===== config.mk =====
export PLATFORM = sky130hd
export DESIGN_NAME = schoolbook_result_serializer
export DESIGN_NICKNAME = d
export VERILOG_FILES = /design/src/rtl/schoolbook_result_serializer.sv
export SDC_FILE = /design/constraint.sdc
export NUM_CORES = 2
export LEC_CHECK = 0
export ABC_CLOCK_PERIOD_IN_PS = 59800
export BUFFER_PORTS_ARGS = -buffer_cell sky130_fd_sc_hd__buf_4
export CAP_MARGIN = 20
export CORE_AREA = 4 4 468 470
export DETAILED_ROUTE_END_ITERATION = 8
export DIE_AREA = 0 0 472 474
export SLEW_MARGIN = 20
export SYNTH_ARGS = -nofsm -noshare
export SYNTH_HDL_FRONTEND = slang
export SYNTH_SLANG_ARGS = --single-unit

===== constraint.sdc =====
create_clock -name clk -period 59.8 [get_ports clk]
set_input_delay 5.98 -clock clk [delete_from_list [all_inputs] [get_ports clk]]
set_output_delay 5.98 -clock clk [all_outputs]
set_load 0.05 [all_outputs]

===== src/rtl/schoolbook_result_serializer.sv =====
// Result serializer for the schoolbook multiplier: captures one N-bit product
// and streams it LSW-first as W-bit words over a valid/ready port.
//
// Handshake rules (both ports): a transfer happens on a rising clk edge where
// valid & ready are both 1. A producer never drops valid or changes its data
// until that transfer has occurred.
module schoolbook_result_serializer #(
  parameter int N = 1142,
  parameter int W = 64,
  localparam int NW = (N + W - 1) / W,
  localparam int CW = (NW > 1) ? $clog2(NW) : 1
) (
  input  logic          clk,
  input  logic          rst,
  input  logic          in_valid,
  output logic          in_ready,
  input  logic [N-1:0]  in_data,
  output logic          out_valid,
  input  logic          out_ready,
  output logic [W-1:0]  out_data,
  output logic [CW-1:0] out_idx,
  output logic          out_last
);

  localparam logic [CW-1:0] LAST_IDX = CW'(NW - 1);

  typedef enum logic {
    IDLE,
    SEND
  } state_t;

  state_t              state;
  logic [N-1:0]        cap;
  logic [NW*W-1:0]     cap_pad;
  logic [CW-1:0]       nxt_idx;
  logic [W-1:0]        nxt_word;

  // Zero-extend so the top word reads zeros above bit N-1.
  always_comb begin
    cap_pad = '0;
    cap_pad[N-1:0] = cap;
  end

  // Saturate so the select never walks past the padded register.
  assign nxt_idx  = (out_idx == LAST_IDX) ? out_idx : out_idx + 1'b1;
  assign nxt_word = cap_pad[nxt_idx*W +: W];

  always_ff @(posedge clk or posedge rst) begin
    if (rst) begin
      state     <= IDLE;
      cap       <= '0;
      in_ready  <= 1'b0;
      out_valid <= 1'b0;
      out_data  <= '0;
      out_idx   <= '0;
      out_last  <= 1'b0;
    end else begin
      case (state)
        IDLE: begin
          if (in_valid && in_ready) begin
            cap       <= in_data;
            out_data  <= in_data[W-1:0];
            out_idx   <= '0;
            out_last  <= (NW == 1);
            out_valid <= 1'b1;
            in_ready  <= 1'b0;
            state     <= SEND;
          end else begin
            in_ready  <= 1'b1;
            out_valid <= 1'b0;
            out_data  <= '0;
            out_idx   <= '0;
            out_last  <= 1'b0;
          end
        end
        SEND: begin
          // in_ready stays low here, so a product can never be reloaded
          // in the same cycle as the last-word transfer.
          if (out_ready) begin
            if (out_idx == LAST_IDX) begin
              out_valid <= 1'b0;
              out_data  <= '0;
              out_idx   <= '0;
              out_last  <= 1'b0;
              in_ready  <= 1'b1;
              state     <= IDLE;
            end else begin
              out_idx  <= nxt_idx;
              out_data <= nxt_word;
              out_last <= (nxt_idx == LAST_IDX);
            end
          end
        end
        default: begin
          state     <= IDLE;
          in_ready  <= 1'b0;
          out_valid <= 1'b0;
        end
      endcase
    end
  end

endmodule


# ---- Yosys cells after proc, flatten, opt, wreduce, memory -nomap -nowiden
# Index checks and enable logic that the tools add are counted.
dict set report word_totals {
  regBits 1215
  output_inout_bits 72
}
dict set report classes {
  n_reduce_logical 3
  n_bitwise 1
  shifts 1
  addsub 1
  mux 22
  eq_ne 4
}
# operator n
set op_table {}
lappend op_table {{1152-bit by 12-bit variable part select with 64-bit output} 1}
lappend op_table {{64-bit 2-to-1 mux} 3}
lappend op_table {{64-bit one-hot mux with 2 select lines} 1}
lappend op_table {{5-bit 2-to-1 mux} 3}
lappend op_table {{5-bit == test, second input constant} 2}
lappend op_table {{1-bit 2-to-1 mux} 10}
lappend op_table {{5-bit one-hot mux with 2 select lines} 1}
lappend op_table {{1-bit one-hot mux with 2 select lines} 4}
lappend op_table {{5-bit by 1-bit adder with 5-bit output, second input constant} 1}
lappend op_table {{2-bit AND reduction} 2}
lappend op_table {{2-bit by 1-bit != test with 1-bit output, second input constant} 1}
lappend op_table {{2-bit != test, second input constant} 1}
lappend op_table {{1-bit logical AND} 1}
lappend op_table {{1-bit inverter} 1}

# ---- Depth between registers and ports, before layout
dict set report logic_depth {
  depth_word 6
  depth_mapped 15
  ltp_nobuf 11
}

# ---- Worst setup path after synthesis
# OpenSTA, ideal clock, no wires.
dict set report synth_timing {
  path_type {input-to-reg}
  startpoint {input port out_ready}
  endpoint {register out_data[11]}
  t_required_ns 59.718
  arrival_ns 7.554
  cell_stages 7
  slack_ns 52.164
  cell_sequence {clkbuf_1 > nand3_1 > or4_1 > clkbuf_1 > clkbuf_1 > o21a_1 > a31oi_1}
}
dict set report synth_between {
  elab_chain_len 1
}
# element line
set synth_lines {}
lappend synth_lines {{start, declared} 19} ;# input logic out_ready,
lappend synth_lines {{2-bit != test (no line)} --}
lappend synth_lines {{end signal, assigned} 62} ;# out_data <= in_data[W-1:0];
lappend synth_lines {{end signal, assigned} 89} ;# out_data <= nxt_word;
lappend synth_lines {{end, declared} 20} ;# output logic [W-1:0] out_data,
# No other way between the ends.
# A chain may end at the register's enable or synchronous reset.

# ---- Worst setup path after layout
dict set report layout_timing {
  startpoint {input port in_valid}
  endpoint {register cap[366]}
}
dict set report layout_between {
  elab_chain_len 2
}
# element line
set layout_lines {}
lappend layout_lines {{start, declared} 15} ;# input logic in_valid,
lappend layout_lines {{1-bit logical AND} 60} ;# if (in_valid && in_ready) begin
lappend layout_lines {{2-bit AND reduction (no line)} --}
lappend layout_lines {{end signal, assigned} 61} ;# cap <= in_data;
lappend layout_lines {{end, declared} 33} ;# logic [N-1:0] cap;
# No other way between the ends.

==> results_dict.tcl <==
set metrics [dict create \
    first_global_vias 51700 \
    ys_ff_latch 1215 \
    path_cells "buf_4 -> nand2_1 -> or2_4 -> buf_4 -> buf_4 -> buf_4 -> buf_4 -> buf_4 -> buf_6 -> nand2_1 -> nand2_1" \
    final_cells 10400 \
    regArea_sq_um 30400 \
    grt.met3_usage_pct 5.76 \
    yosys_warnings 0 \
    path_clk_slew_ns 0.06 \
    grt_max_degree 135 \
    cap_violations 0 \
    cts_buffer_depth 3 \
    critPathMaxStageDelay_ns 0.85 \
    cts.sinks 1215 \
    io_buffer_count 1217 \
    total_leakage_power_uw 0.0369 \
    fin_ws_ns 48.26 \
    ir_drop_v 0.0000468 \
    use_met1_pct 29.6 \
    grt_remaining_overflow 0 \
    crit_arrival_ns 12.26 \
    setup_violations 0 \
    wl_per_cell_microns 27.2 \
    rows 170 \
    ys_types 58 \
    grt_pass1_wl_microns 390000 \
    end_kind "flop" \
    syn-num-nets 7496 \
    slew_headroom_pct 12.7 \
    cts_tree "done" \
    run_status "complete, no violations" \
    post-route-period-util_pct 19.3 \
    multiInputGateArea_sq_um 23800 \
    drc 0 \
    final_cell_mix "nand2_1 (3599), buf_4 (1310), dfrtp_1 (1214), clkbuf_16 (147), mux2i_1 (141)" \
    busiest_layer "met2" \
    netlist_instances 6347 \
    synth_ff_type "dfrtp_1" \
    totalWireLength_microns 282000 \
    grt_antenna_before_repair 88 \
    slew_viol_final 0 \
    period_minus_slack_ns 11.54 \
    die_area_sq_um 224000 \
    cts_buffers 146 \
    tightest_slew_ns 1.28 \
    ctsHtreeMaxLevel 4 \
    critPathLaunchType "input port" \
    cts_resized 0 \
    cp.required_ns 60.52 \
    fillCellCount 22300 \
    synth-seq-area-share_pct 54.5 \
    post_cts_buffers 0 \
    fin_tns_setup_ns 0 \
    path_common_cell "buf_4" \
    io_pins 1218 \
    synth-edff-count 0 \
    gp_congestion 0.921 \
    final_common_cell "nand2_1" \
    syn_to_final_growth_pct 30.3 \
    chipWidth_microns 472 \
    worstPathMaxFanout 113 \
    drive_gt1_share_pct 23.7 \
    power_density_nw_per_um2 59.5 \
    dp_cells 10100 \
    drt_iter0_markers 5014 \
    cts_root_buf "clkbuf_16" \
    antenna_left 0 \
    synthArstFlopShare_pct 100 \
    via_count 51200 \
    clock_skew_ns 0.0251 \
    start_util_pct 26.0 \
    drt_first_pass_iters 8 \
    fin_nets 8520 \
    design_area_sq_um 72700 \
    core_region_area_sq_um 214000 \
    total_power_uw 4320 \
    met2_usage_pct 40.8 \
    grt_usage_pct 24.4 \
    critPathSlowestCell "buf_4" \
    cts_hold_buf 0 \
    dp_hpwl_microns 213000 \
    syn-cell-area_sq_um 55800 \
    worstSetupPathType "in -> reg" \
    clock_latency_ns 0.80 \
    via_per_inst 4.94 \
    die_h_microns 474 \
    hp-class "reg -> reg" \
    place_ws_ns 47.30 \
    rsz0062_at_grt "false" \
    synth_area_per_cell_sq_um 8.79 \
    dpl_cell_area_sq_um 67700 \
    finalHoldViolCount 0 \
    fmax_mhz 86.6 \
]
==> registers in the layout, summed over array words and instances (netlist names) <==
signal	count
cap	1142
out_data	64
in_ready	1
state	1
out_last	1
out_valid	1
out_idx	5
==> cell usage after synthesis, drive strengths merged, types with 17 or more instances <==
library cell / number / area share, %
a221oi: 86 / 1.4
nand3: 139 / 1.2
clkbuf: 372 / 2.5
buf: 70 / 0.79
a31oi: 80 / 0.90
and2: 28 / 0.31
a2111oi: 31 / 0.49
o22ai: 19 / 0.21
nor2b: 26 / 0.29
a221o: 19 / 0.34
a211oi: 50 / 0.67
nand2: 3602 / 24
o21ai: 20 / 0.18
mux2: 57 / 1.2
mux2i: 143 / 2.6
o211ai: 23 / 0.31
mux4: 117 / 4.7
a222oi: 18 / 0.32
o221ai: 25 / 0.39
dfrtp: 1215 / 55
nor2: 54 / 0.36
nand4: 17 / 0.19
a21oi: 23 / 0.21
==> final cells by class <==
class | instances | share of cell area (%)
clock buffers | 195 | 5.68
well taps | 2838 | 4.89
repair buffers | 1318 | 13.7
flip-flops and latches | 1215 | 41.8
diodes | 43 | 0.148
multi-input cells | 4683 | 32.7
clock inverters | 57 | 0.968
inverters | 7 | 0.0603
==> per-layer routing <==
layer	vias up	share of wire, %
met5	-	0.12
met4	54	4.9
met3	476	7.4
met2	2344	49
met1	25500	39
li1	22800	-
==> cell families (layout without fill, tap and decap cells) <==
group | Yosys count | after routing | share of synthesized area (%)
AOI/OAI and AO/OA | 477 | 477 | 6.66
xor gates and xnor gates | 6 | 6 | 0.0942
adders and majority gates | 3 | 3 | 0.0673
buffers and inverters | 449 | 1577 | 3.34
DFF | 1215 | 1215 | 54.5
muxes | 317 | 317 | 8.49
other | 0 | 43 | 0
and+or+nand+nor | 3880 | 3880 | 26.8
==> path summary, 6_finish.rpt <==
| kind | start | end | slack (ns) | cells past startpoint |
|---|---|---|---|---|
| setup / recovery | in_valid | cap[366] | 48.26 | 11 |
| hold / removal | cap[627] | cap[627] | 0.47 | 2 |
| setup reg to reg | state | cap[366] | 52.74 | 9 |
| hold reg to reg | cap[627] | cap[627] | 0.47 | 2 |
| max in group asynchronous | rst | cap[1046] | 49.70 | 7 |
| min in group asynchronous | rst | cap[594] | 5.34 | 2 |
==> critical path, delay by kind of cell <==
family                 cells  cell delay (ns)
buffers and inverters      7             4.76
AND/OR/NAND/NOR            4             1.19
==> power by group <==
part / total, uW / internal (uW) / leakage [uW] / switching, uW
combinational: 1970 / 656 / 0.0194 / 1320
sequential: 1440 / 1210 / 0.0152 / 235
clock: 909 / 524 / 0.00237 / 386
==> stage by stage <==
stage / hold slack (ns) / util (%)
after floorplan: 0.437 / -
after global placement: 0.451 / 31.6
after detailed placement: 0.455 / 31.6
after CTS: 0.469 / 33.8
after global routing: 0.483 / 33.9
final: 0.468 / 33.9
(Power assumes the default switching activity.)
